### src/rtl/alu_issue_stage.sv
`default_nettype none
// ============================================================================
// Module      : alu_issue_stage
// Description : Instruction FIFO + operand register file feeding a
//               combinational ALU; captures and hands off results downstream.
// Revision    : 1.0 - initial release
// ============================================================================
module alu_issue_stage #(
  parameter int DEPTH = 4,
  parameter int NREG  = 4,
  parameter int RW    = $clog2(NREG)
) (
  input  logic          clk,
  input  logic          rst_n,
  input  logic          in_valid,
  output logic          in_ready,
  input  logic [3:0]    in_op,
  input  logic [RW-1:0] in_rd,
  input  logic [RW-1:0] in_rs1,
  input  logic [RW-1:0] in_rs2,
  input  logic          ld_valid,
  input  logic [RW-1:0] ld_rd,
  input  logic [7:0]    ld_data,
  output logic [7:0]    alu_a,
  output logic [7:0]    alu_b,
  output logic [3:0]    alu_op,
  input  logic [7:0]    alu_out,
  output logic          res_valid,
  input  logic          res_ready,
  output logic [7:0]    res_data,
  output logic [RW-1:0] res_rd,
  output logic          busy
);

  localparam int                 c_ptr_w    = (DEPTH > 1) ? $clog2(DEPTH) : 1;
  localparam int                 c_cnt_w    = $clog2(DEPTH + 1);
  localparam logic [3:0]         c_idle_op  = 4'b1111;
  localparam logic [c_cnt_w-1:0] c_full_cnt = c_cnt_w'(DEPTH);
  localparam logic [c_cnt_w-1:0] c_cnt_one  = c_cnt_w'(1);
  localparam logic [c_ptr_w-1:0] c_ptr_one  = c_ptr_w'(1);

  // Instruction FIFO storage, one array per field
  logic [3:0]    r_q_op  [DEPTH];
  logic [RW-1:0] r_q_rd  [DEPTH];
  logic [RW-1:0] r_q_rs1 [DEPTH];
  logic [RW-1:0] r_q_rs2 [DEPTH];

  logic [c_ptr_w-1:0] r_wptr;
  logic [c_ptr_w-1:0] r_rptr;
  logic [c_cnt_w-1:0] r_count;

  logic [7:0]    r_regs [NREG];
  logic          r_res_valid;
  logic [7:0]    r_res_data;
  logic [RW-1:0] r_res_rd;

  logic          w_full;
  logic          w_empty;
  logic          w_push;
  logic          w_issue;
  logic [3:0]    w_head_op;
  logic [RW-1:0] w_head_rd;
  logic [RW-1:0] w_head_rs1;
  logic [RW-1:0] w_head_rs2;

  assign w_full     = (r_count == c_full_cnt);
  assign w_empty    = (r_count == '0);
  // No pass-through when full: a same-cycle pop does not open a slot.
  assign w_push     = in_valid && !w_full;
  // Loads own the register write port, so they stall issue outright.
  assign w_issue    = !w_empty && !ld_valid && (!r_res_valid || res_ready);

  assign w_head_op  = r_q_op[r_rptr];
  assign w_head_rd  = r_q_rd[r_rptr];
  assign w_head_rs1 = r_q_rs1[r_rptr];
  assign w_head_rs2 = r_q_rs2[r_rptr];

  always_ff @(posedge clk) begin
    if (w_push) begin
      r_q_op[r_wptr]  <= in_op;
      r_q_rd[r_wptr]  <= in_rd;
      r_q_rs1[r_wptr] <= in_rs1;
      r_q_rs2[r_wptr] <= in_rs2;
    end
  end

  always_ff @(posedge clk or negedge rst_n) begin
    if (!rst_n) begin
      r_wptr  <= '0;
      r_rptr  <= '0;
      r_count <= '0;
    end else begin
      if (w_push) begin
        r_wptr <= r_wptr + c_ptr_one;
      end
      if (w_issue) begin
        r_rptr <= r_rptr + c_ptr_one;
      end
      case ({w_push, w_issue})
        2'b10:   r_count <= r_count + c_cnt_one;
        2'b01:   r_count <= r_count - c_cnt_one;
        default: r_count <= r_count;
      endcase
    end
  end

  always_ff @(posedge clk or negedge rst_n) begin
    if (!rst_n) begin
      for (int i = 0; i < NREG; i++) begin
        r_regs[i] <= '0;
      end
    end else if (ld_valid) begin
      r_regs[ld_rd] <= ld_data;
    end else if (w_issue) begin
      r_regs[w_head_rd] <= alu_out;
    end
  end

  always_ff @(posedge clk or negedge rst_n) begin
    if (!rst_n) begin
      r_res_valid <= 1'b0;
      r_res_data  <= '0;
      r_res_rd    <= '0;
    end else if (w_issue) begin
      r_res_valid <= 1'b1;
      r_res_data  <= alu_out;
      r_res_rd    <= w_head_rd;
    end else if (r_res_valid && res_ready) begin
      r_res_valid <= 1'b0;
    end
  end

  // Idle cycles present zero operands and the idle opcode so the ALU outputs 0.
  always_comb begin
    alu_a  = '0;
    alu_b  = '0;
    alu_op = c_idle_op;
    if (w_issue) begin
      alu_a  = r_regs[w_head_rs1];
      alu_b  = r_regs[w_head_rs2];
      alu_op = w_head_op;
    end
  end

  assign in_ready  = !w_full;
  assign res_valid = r_res_valid;
  assign res_data  = r_res_data;
  assign res_rd    = r_res_rd;
  assign busy      = !w_empty || r_res_valid;

endmodule
`default_nettype wire

### config.mk
export PLATFORM = sky130hd
export DESIGN_NAME = alu_issue_stage
export DESIGN_NICKNAME = d
export VERILOG_FILES = /design/src/rtl/alu_issue_stage.sv
export SDC_FILE = /design/constraint.sdc
export NUM_CORES = 1
export LEC_CHECK = 0
export BUFFER_PORTS_ARGS = -buffer_cell sky130_fd_sc_hd__buf_2
export CAP_MARGIN = 25
export CORE_UTILIZATION = 40
export CTS_BUF_LIST = sky130_fd_sc_hd__clkbuf_8
export DETAILED_ROUTE_END_ITERATION = 10
export PLACE_DENSITY = 0.62
export SYNTH_ARGS = -nofsm -noshare
export SYNTH_HDL_FRONTEND = slang
export SYNTH_SLANG_ARGS = --single-unit
### constraint.sdc
create_clock -name clk -period 3.4 [get_ports clk]
set_input_delay 0.85 -clock clk [delete_from_list [all_inputs] [get_ports clk]]
set_output_delay 0.85 -clock clk [all_outputs]
set_load 0.02 [all_outputs]
# Word-level counts from Yosys, hierarchy flattened
# Memories as Yosys holds them, arrays and structs flattened.
# Index checks and enable logic that the tools add are counted.
# op_classes
n_addsub	4
order_cmp	6
n_eq_ne	3
mux	22
bitwise_logic	4
n_reduce_logical	16
# ops
cell	n
32-bit bitwise mux	2
32-bit 2-to-1 mux	2
8-bit 2-to-1 mux	8
8-bit binary-select mux with 2-bit select	2
8-bit demux with 2-bit select	2
3-bit greater-or-equal comparator (second input constant)	4
2-bit inverter with 3-bit output	4
1-bit logical AND	6
3-bit by 1-bit less-than comparator with 1-bit output (second input constant)	2
3-bit case mux with 2 select lines	1
2-bit nonzero test	3
2-bit by 1-bit adder with 2-bit output (second input constant)	2
1-bit zero test	4
1-bit 2-to-1 mux	4
4-bit 2-to-1 mux	1
3-bit by 1-bit adder with 3-bit output (second input constant)	1
3-bit == test (second input constant)	1
3-bit zero test	1
3-bit by 1-bit subtractor with 3-bit output (second input constant)	1
2-bit by 1-bit == test with 1-bit output (second input constant)	1
2-bit == test (second input constant)	1
1-bit logical OR	2
# totals
reg_bits	50
mem_bits_rw	40
inputBits	33
out_inout_bits	33
memories	4
# mem_list
name	depth	word_bits	read_ports	rd_clocked_by_memory_dff	wr	line	rtl
r_q_op	4	4	1	0	1	43	logic [3:0] r_q_op [DEPTH];
r_q_rd	4	2	1	0	1	44	logic [RW-1:0] r_q_rd [DEPTH];
r_q_rs1	4	2	1	0	1	45	logic [RW-1:0] r_q_rs1 [DEPTH];
r_q_rs2	4	2	1	0	1	46	logic [RW-1:0] r_q_rs2 [DEPTH];

# Logic depth before layout (Yosys ltp)
# Gate-level depths: netlist of run 1.
# An unclocked memory read counts as a cell.
# logic_depth
depth_word	9
mapped_depth	11

# Worst setup path before layout of run 1
# No wires, ideal clock.
# synth_timing
path_kind	input-to-output
startpoint	input port ld_valid
endpoint	output port alu_a[7]
arrival_ns	2.034
required_time_ns	2.550
path_slack_ns	0.516
path_stages	6
n_path_buf	2
cell_sequence	buf_2 -> inv_2 -> nand3_1 -> inv_1 -> clkbuf_1 -> and2_1
# synth_via
elab_chain_cells	4
# synth_lines
element	line	rtl
from (decl)	21	input logic ld_valid,
1-bit zero test	71	assign w_issue = !w_empty && !ld_valid && (!r_res_valid || res_ready);
1-bit logical AND (2 in series)	71	
8-bit 2-to-1 mux	138	if (w_issue) begin
to (decl)	24	output logic [7:0] alu_a,
# No other way between the ends.

# Worst setup path in the final report of run 1
# layout_timing
startpoint	register r_rptr[0]
endpoint	output port alu_a[0]
# layout_via
elab_chain_cells	6
# layout_lines
element	line	rtl
from (decl)	49	logic [c_ptr_w-1:0] r_rptr;
from (signal assigned)	97	r_rptr <= r_rptr + c_ptr_one;
memory 4 x 2 bit	-	
2-bit inverter with 3-bit output (implied by the code)	139	alu_a = r_regs[w_head_rs1];
8-bit binary-select mux with 2-bit select	139	
8-bit 2-to-1 mux (implied by the code) (2 in series)	139	
8-bit 2-to-1 mux	138	
# No other way between the ends. The select of a mux whose other input is x is not followed.

==> out/metrics.cfg, run 1 <==
[status]
run_status=completed

[routing]
ant_nets=0
num_vias=2787
drc_violations_left=0
initialDrtViolationCount=136
totalWireLength_um=9790
vias_per_cell=5.50
routed_wire_length_per_instance_um=19.3
drt_first_pass_iters=4

[synth]
synth_flop_cell=dfrtp_1
synth.largest_area_cell=dfrtp_1
number_of_flops_mapped_to_enable_cells_by_yosys=40
synthesis.instances=293
ys_seq_elements=90
synth.net_count=332
synth_sequential_area_ratio=0.554
yosysTopAreaCellShare=0.282
synth.area.top_cells=dfrtp_1 (28%), edfxtp_1 (27%), mux4_2 (11%), mux2_2 (11%), o22ai_1 (4.5%)
synth-warning-count=0
synthArstFlopShare=0.556
avgSynthCellArea_um2=15.1
post_synthesis_instance_area_um2=4430
post_synth_num_cell_types=30

[die]
rows=38
die_width_um=107
chipHeight_um=107
die_area_um2=11500
io_pins=66
core_um2=10800
floorplan.initialDensity=0.411

[timing]
setup_total_negative_slack_ps=0
fin_worst_skew_ps=6.76
grt_setup_unrepaired=no
max_freq_mhz=310
tightestPinTransition_ps=863
finalCriticalPeriod_ps=3220
final_hold_violation_count=0
slew-limit-headroom=0.425
min_period_over_period=0.948
setup-violations-final=0
report.final.slew_viol_count=0

[clock_network]
cts_made_buffers=9
clockRootBuffer=clkbuf_8
cts_tree=yes
h-tree-depth=3
number_of_buffers_added_for_setup_after_cts=0
ctsLongestPathBuffers=2
cts.sinks=90
clk_pin_slew_ps=90
post_cts_hold_buffer_count=0
post_cts_resized=0
worstSkewPairLatency_ps=370

[power]
power_density_nw_per_um2=854
part_of_the_power_in_registers=0.398
pwr-share-clk=0.172
net-switching-power_mw=1.58
comb_power_share=0.430
switching_share=0.362
ir_worst_vdd_v=0.000478
p_int_mw=2.78
total_leakage_power_nw=2.14

[cells_and_area]
final_layout_size_suffix_gt1_frac=0.439
fill_cells=959
final_design_utilization=0.473
insertedDiodeCount=0
post_layout_inst_area_um2=5110
layout.nets=401
layout-area-overhead-vs-synth_pct=15.2

[hold_path]
holdCritStartpoint=res_data[7]
hold-path-cell-count=1
timing.hold.worst.class=reg2reg
hold_path_end=res_data[7]

[setup_path]
cp_cell_sequence=buf_4 > mux4_2 > mux4_2 > and2_1 > buf_2
timing.setup.critical_path_class=reg2out
ff2ff_setup_slack_ps=950
timing.reg2reg.worst_path_depth=4
largest_stage_delay_on_the_critical_path_ps=680
timing.critical_path.mode_cell=mux4_2
critical_path.reg2reg.endpoint=r_regs[26]
worstPathMaxFanout=10
cp_capture_type=primary output
crit_path_top_delay_cell=mux4_2
cp.required_ps=2550
regToRegStartpoint=r_rptr[0]
crit_arrival_ps=2370
critPathLaunchType=flip-flop

[global_routing]
grtUsageTotal=0.185
overflow=0
initial_antenna_violation_count=0
grt_pass1_vias=2799
largest_net_degree_at_the_start_of_global_routing=39
first_pass_grt_wire_length_um=15500

[placed_design]
io_buffers=65
placed_area_um2=4900
hpwlAfterDp_um=6870
routabilityCongestion=0.798

[flow_run]
max_capacitance_violation_count=0

## cells in the mapped netlist, types with 2 or more instances
library cell   n
mux4_2        22
buf_6          4
o22ai_1       32
or2_2          2
nand3_1        2
dfrtp_1       50
ha_1           5
and2_1        17
nor2_1         2
mux2_2        42
nand2b_1      10
and3_1         4
clkbuf_1       5
xnor2_1        4
inv_1          9
nand2_1       19
mux4_1         4
buf_2          4
xor2_1         2
o32ai_4        3
buf_1          3
edfxtp_1      40
## worst max-delay path by stage
stage               cells after the start       end      start
CTS                                     5  alu_a[4]  r_rptr[0]
global placement                        5  alu_a[4]  r_rptr[0]
floorplan                               6  alu_a[7]   ld_valid
finish                                  5  alu_a[0]  r_rptr[0]
detailed placement                      5  alu_a[0]  r_rptr[0]
global route                            5  alu_b[4]  r_rptr[0]
## power by group through the flow
stage / Clock, mW / Combinational (mW) / Sequential (mW)
after global placement: 0 / 1.87 / 1.74
after detailed placement: 0 / 1.90 / 1.77
after floorplan: 0 / 1.43 / 1.75
after CTS: 0.776 / 1.91 / 1.74
final: 0.751 / 1.88 / 1.73
after global routing: 0.813 / 2.03 / 1.79
## metrics by stage
step / power (mW) / setup slack [ps] / instances / hold WS, ps
6_report: 4.36 / 178 / 507 / 507
5_1_grt: 4.63 / 60.3 / 507 / 521
4_1_cts: 4.42 / 130 / 507 / 512
3_5_place_dp: 3.67 / 554 / 491 / 492
3_3_place_gp: 3.61 / 582 / 491 / 484
2_1_floorplan: 3.19 / 516 / 293 / 470
## worst max-delay path, delay by kind of cell, from the launching register on
family        cells  cell delay [ps]
mux               2             1010
flops             1              420
buf+inv           2              390
simple gates      1              170
## layout make-up
class                           count  area, µm²  share of cell area
Clock buffer                       10        138              0.0270
Timing Repair Buffer               74        393              0.0769
Clock inverter                      6       65.1              0.0127
Inverter                           10       37.5             0.00735
Multi-Input combinational cell    177       1850               0.361
Sequential cell                    90       2450               0.480
Tap cell                          140        175              0.0343
## placed cells by master (no fill, tap or decap), types with 2 or more instances in the layout
cell      count
nand2_1      19
mux2_2       42
xnor2_1       4
clkbuf_8     10
ha_1          5
and2_1       17
o32ai_4       3
dfrtp_1      50
mux4_1        4
o22ai_1      32
edfxtp_1     40
inv_1         9
mux4_2       22
or2_2         2
buf_2        65
and3_1        4
nand2b_1     10
xor2_1        2
clkinv_2      2
nor2_1        2
buf_4         9
nand3_1       2
## sequential cells by signal, indices dropped and copies added, names as in the netlist, 2 cells and up
signal	count
r_q_rd	8
res_rd	2
r_q_op	16
res_data	8
r_q_rs1	8
r_count	3
r_q_rs2	8
r_rptr	2
r_wptr	2
r_regs	32
## kinds of logic after synthesis
group | share of synthesized area
xor gates and xnor gates | 0.0119
DFF | 0.554
buffers and inverters | 0.0299
adders and majority gates | 0.0186
muxes | 0.247
and+or+nand+nor | 0.0692
AOI/OAI and AO/OA | 0.0698
## metal layers
layer	wire (µm)	vias to the layer above	global-route usage
met4	107	0	0.0519
li1	-	1257	-
met3	669	9	0.0450
met2	4890	100	0.309
met1	4120	1421	0.240
met5	0	-	0
Power figures use the tool's default switching activity.
==> run 2, diff against run 1 <==
Settings changed: ABC_AREA from default to 1.
==> run 2 against run 1 <==
Compared with the run above: utilization decreased by 0.87 points; hold slack got worse by 34 ps; first-iteration DRC count increased to 3.5 times the previous value; maximum frequency increased by 2.8%; global-route usage increased by 2.8 points; critical path depth increased by 3; sequential share of layout area decreased by 4.4 points; sequential cell count unchanged; synthesized cell count increased by 110%; critical path type unchanged.
==> out/metrics.cfg, run 2 <==
[synth]
synth-adder-area-share=0.0165
synth_sequential_area_ratio=0.491
synth_compound_gate_area_share=0.0817
synth.net_count=649
synth.largest_area_cell=dfrtp_1
avgSynthCellArea_um2=8.18
muxShareOfSynthArea=0
post_synthesis_instance_area_um2=4990
synthArstFlopShare=0.556
combinational_family_with_the_most_area_after_synthesis=simple AND/OR/NAND/NOR gates
yosysTopAreaCellShare=0.251
synth.cells.most_frequent=nand2_1 (239), nand3_1 (97), dfrtp_1 (50)
synthesis.instances=610
number_of_flops_mapped_to_enable_cells_by_yosys=40
synth_flop_cell=dfrtp_1
synth.area.top_cells=dfrtp_1 (25%), edfxtp_1 (24%), nand2_1 (18%), nand3_1 (9.7%), a21oi_1 (3.2%)
post-synth-top-count-cell=nand2_1
synth_simple_gate_area_share=0.340
ys_seq_elements=90
synth_xor_area_frac=0.00877
synth-warning-count=0
post_synth_num_cell_types=31

[clock_network]
clk_pin_slew_ps=90
number_of_buffers_added_for_setup_after_cts=0
post_cts_resized=0
clockRootBuffer=clkbuf_8
cts.sinks=90
ctsLongestPathBuffers=2
cts_tree=yes
cts_made_buffers=9
post_cts_hold_buffer_count=0
worstSkewPairLatency_ps=370
h-tree-depth=3

[die]
io_pins=66
die_width_um=114
core_um2=12100
floorplan.initialDensity=0.412
rows=40
chipHeight_um=114
die_area_um2=12900

[global_routing]
first_pass_grt_wire_length_um=21000
overflow=0
grt_pass1_vias=3983
initial_antenna_violation_count=0
largest_net_degree_at_the_start_of_global_routing=38
grtUsageTotal=0.213

[power]
totalPowerFinal_mw=4.99
power_density_nw_per_um2=887
ir_worst_vdd_v=0.000343
total_leakage_power_nw=2.73

[placed_design]
routabilityCongestion=0.896
io_buffers=65
hpwlAfterDp_um=9530

[timing]
final_hold_violation_count=0
fin_worst_skew_ps=8.38
report.final.slew_viol_count=0
slew-limit-headroom=0.425
min_period_over_period=0.922
setup-violations-final=0
setup_total_negative_slack_ps=0
tightestPinTransition_ps=863
finalCriticalPeriod_ps=3130
grt_setup_unrepaired=no
max_freq_mhz=319

[cells_and_area]
fill_cells=1236
final_layout_size_suffix_gt1_frac=0.189
most_frequent_cells_in_the_layout=nand2_1 (239), nand3_1 (97), buf_2 (65)
layout-area-overhead-vs-synth_pct=12.7
layout.nets=713
largest_reg_flops=32
layout_commonest_cell=nand2_1
regMostFlops=r_regs
reg_top3=r_regs: 32 flops, r_q_op: 16 flops
insertedDiodeCount=0

[routing]
num_vias=4332
totalWireLength_um=13000
routed_wire_length_per_instance_um=15.4
drt_first_pass_iters=5
ant_nets=0
drc_violations_left=0
initialDrtViolationCount=471
vias_per_cell=5.11

[setup_path]
first_element_of_the_critical_path=r_rptr[0]
ff2ff_setup_slack_ps=1190
cp.required_ps=2550
crit_arrival_ps=2280
worstPathMaxFanout=23
timing.critical_path.to=alu_a[7]
timing.reg2reg.worst_path_depth=10
critPathLaunchType=flip-flop
timing.setup.critical_path_class=reg2out
critical_path.reg2reg.endpoint=r_count[2]
cp_capture_type=primary output
regToRegStartpoint=r_count[0]

[flow_run]
max_capacitance_violation_count=0

[status]
run_status=completed

[hold_path]
timing.hold.worst.class=reg2reg

==> run 2: cell count changes after synthesis, moves of 22 or more <==
cell | previous run | this run
nor2_1 | 2 | 24
o22ai_1 | 32 | 0
mux2_2 | 42 | 0
nand2_1 | 19 | 239
a21oi_1 | 0 | 32
inv_1 | 9 | 32
nand3_1 | 2 | 97
mux4_2 | 22 | 0
==> run 2: routing by layer <==
layer	GRT usage	wire length, µm	vias up	part of all wire
li1	-	-	2134	-
met1	0.305	6100	2019	0.47
met2	0.321	5870	158	0.45
met3	0.0420	767	21	0.059
met4	0.0781	296	0	0.023
met5	0	0	-	0
==> run 2: worst min path at each step <==
stage               slack, ps  startpoint  cells past startpoint          to
CTS                       480  r_count[0]                      1  r_count[0]
global placement          460  r_count[0]                      1  r_count[0]
global route              490  r_count[0]                      1  r_count[0]
floorplan                 450  r_count[0]                      1  r_count[0]
detailed placement        460  r_count[0]                      1  r_count[0]
finish                    470  r_count[0]                      1  r_count[0]
==> run 2: worst max-delay path, cell delays in order, from the launching register on <==
cell and delay (ps):
dfrtp_2 490, inv_2 360, nand2_1 170, nand3_4 160, nand2_4 150, clkinv_1 190
nand2_1 80, a21oi_1 140, buf_2 180
==> run 2: per-stage QoR <==
step | hold slack [ps] | worst slack (ps) | cell area [µm²] | std cells | utilization
after floorplan | 446 | 513 | 4990 | 610 | -
after global placement | 462 | 480 | 5450 | 831 | 0.450
after detailed placement | 463 | 438 | 5450 | 831 | 0.450
after CTS | 480 | 175 | 5620 | 847 | 0.464
after global routing | 488 | 92.4 | 5620 | 847 | 0.464
final | 473 | 266 | 5620 | 847 | 0.464
==> run 2: cell families after synthesis <==
group,count (synthesis)
AOI/OAI and AO/OA,65
xor gates and xnor gates,5
and+or+nand+nor,383
buffers and inverters,61
adders and majority gates,6
DFF,90
==> run 2: area by class of cell <==
cell class,count,area [µm²],area share
Multi-Input combinational cell,459,2230,0.397
Timing Repair Buffer,75,400,0.0712
Inverter,39,151,0.0269
Clock buffer,9,124,0.0220
Clock inverter,7,52.6,0.00934
Tap cell,168,210,0.0374
Sequential cell,90,2450,0.436
==> run 2: power breakdown <==
| group | internal, mW | leakage (nW) | switching [mW] |
|---|---|---|---|
| Sequential | 1.50 | 1.01 | 0.283 |
| Combinational | 0.750 | 1.63 | 1.80 |
| Clock | 0.270 | 0.0852 | 0.391 |
| Total | 2.52 | 2.73 | 2.48 |
==> run 3, diff against run 2 <==
Settings changed: CTS_CLUSTER_DIAMETER from default to 100, SETUP_SLACK_MARGIN from default to 0.3.
Clock period 3.4 ns to 3.6 ns, I/O delays scaled along.
==> run 3 against run 2 <==
Compared with the run above: utilization grew 0.13 points; global-route usage is 0.15 points higher; hold slack improved by 11 ps; non-clock buffer count fell by 2; sequential cell count unchanged; critical path depth decreased by 1; register-to-register slack better by 200 ps; highest routed layer unchanged.
==> out/metrics.cfg, run 3 (same netlist as run 2, synthesis figures left out) <==
[clock_network]
post_cts_hold_buffer_count=0
cts.sinks=90
worstSkewPairLatency_ps=370
clk_pin_slew_ps=100
post_cts_resized=1
cts_tree=yes
ctsLongestPathBuffers=2
cts_made_buffers=9
number_of_buffers_added_for_setup_after_cts=0
h-tree-depth=3
clockRootBuffer=clkbuf_8

[cells_and_area]
final_layout_size_suffix_gt1_frac=0.188
largest_reg_flops=32
sequential_cell_area_um2=2460
regMostFlops=r_regs
most_frequent_cells_in_the_layout=nand2_1 (239), nand3_1 (97), buf_2 (65)
multi_input_comb_area_um2=2230
layout-area-overhead-vs-synth_pct=13.0
reg_top3=r_regs: 32 flops, r_q_op: 16 flops
layout.nets=711
layout_commonest_cell=nand2_1
insertedDiodeCount=0
fill_cells=1213
post_layout_inst_area_um2=5640

[timing]
fin_worst_skew_ps=8.78
tightestPinTransition_ps=671
min_period_over_period=0.878
finalCriticalPeriod_ps=3160
final_hold_violation_count=0
max_freq_mhz=316
report.final.slew_viol_count=0
hold_ws_ps=484
slew-limit-headroom=0.553
setup-violations-final=0
grt_setup_unrepaired=no
setup_total_negative_slack_ps=0

[setup_path]
timing.critical_path.max_delay_family=buffers and inverters
timing.setup.critical_path_class=reg2out
crit_path_top_delay_cell=dfrtp_4
worstPathMaxFanout=17
cp.required_ps=2700
largest_stage_delay_on_the_critical_path_ps=600
crit_arrival_ps=2260
critical_path_buf_inv_count=3
critPathLaunchType=flip-flop
cp_cell_sequence=clkinv_2 > nand3_4 > nand2_4 > clkinv_1 > nand2_1 > a21oi_1 > buf_2
cp_capture_type=primary output

[die]
die_area_um2=12900
floorplan.initialDensity=0.412
chipHeight_um=114
io_pins=66
core_um2=12100
die_width_um=114
rows=40

[global_routing]
grtUsageTotal=0.215
largest_net_degree_at_the_start_of_global_routing=28
grt_pass1_vias=3993
overflow=0
initial_antenna_violation_count=0
first_pass_grt_wire_length_um=21000

[placed_design]
io_buffers=65
routabilityCongestion=0.899
placed_area_um2=5450
hpwlAfterDp_um=9390

[power]
ir_worst_vdd_v=0.000311
total_leakage_power_nw=2.73
power_density_nw_per_um2=837
totalPowerFinal_mw=4.72

[routing]
totalWireLength_um=12900
num_vias=4317
ant_nets=0
vias_per_cell=5.11
initialDrtViolationCount=424
drc_violations_left=0
routed_wire_length_per_instance_um=15.3
drt_first_pass_iters=6

[status]
run_status=completed

[flow_run]
max_capacitance_violation_count=0

[hold_path]
timing.hold.worst.class=reg2reg

==> run 3: power by group <==
group / switching, mW / internal [mW]
Combinational: 1.69 / 0.703
Clock: 0.383 / 0.262
Sequential: 0.268 / 1.41
==> run 3: layout make-up <==
cell class              instances  share of cell area
clock buffers                   9              0.0220
clock inverters                 7              0.0106
inverters                      39              0.0271
multi-input cells             459               0.396
flip-flops and latches         90               0.435
well taps                     168              0.0373
repair buffers                 73              0.0719
==> run 3: final timing paths <==
path	start	cells after the start	to	slack, ps
max	r_rptr[1]	7	alu_a[2]	440
min	r_count[0]	1	r_count[0]	480
max reg2reg	r_count[0]	10	r_count[2]	1390
min reg2reg	r_count[0]	1	r_count[0]	480
max in group asynchronous	rst_n	2	r_rptr[1]	2490
min in group asynchronous	rst_n	1	r_regs[2]	550
==> run 3: metal layers <==
layer | track usage | part of all wire | wire length [µm]
met1 | 0.304 | 0.47 | 6090
met2 | 0.328 | 0.45 | 5890
met3 | 0.0340 | 0.051 | 663
met4 | 0.0904 | 0.024 | 308
met5 | 0 | 0 | 0
==> run 3: through the flow <==
step,util,setup WS [ps],std cells
finish,0.466,440,845
global route,0.466,319,845
CTS,0.465,392,845
detailed placement,0.450,521,829
global placement,0.448,586,828
floorplan,-,613,610
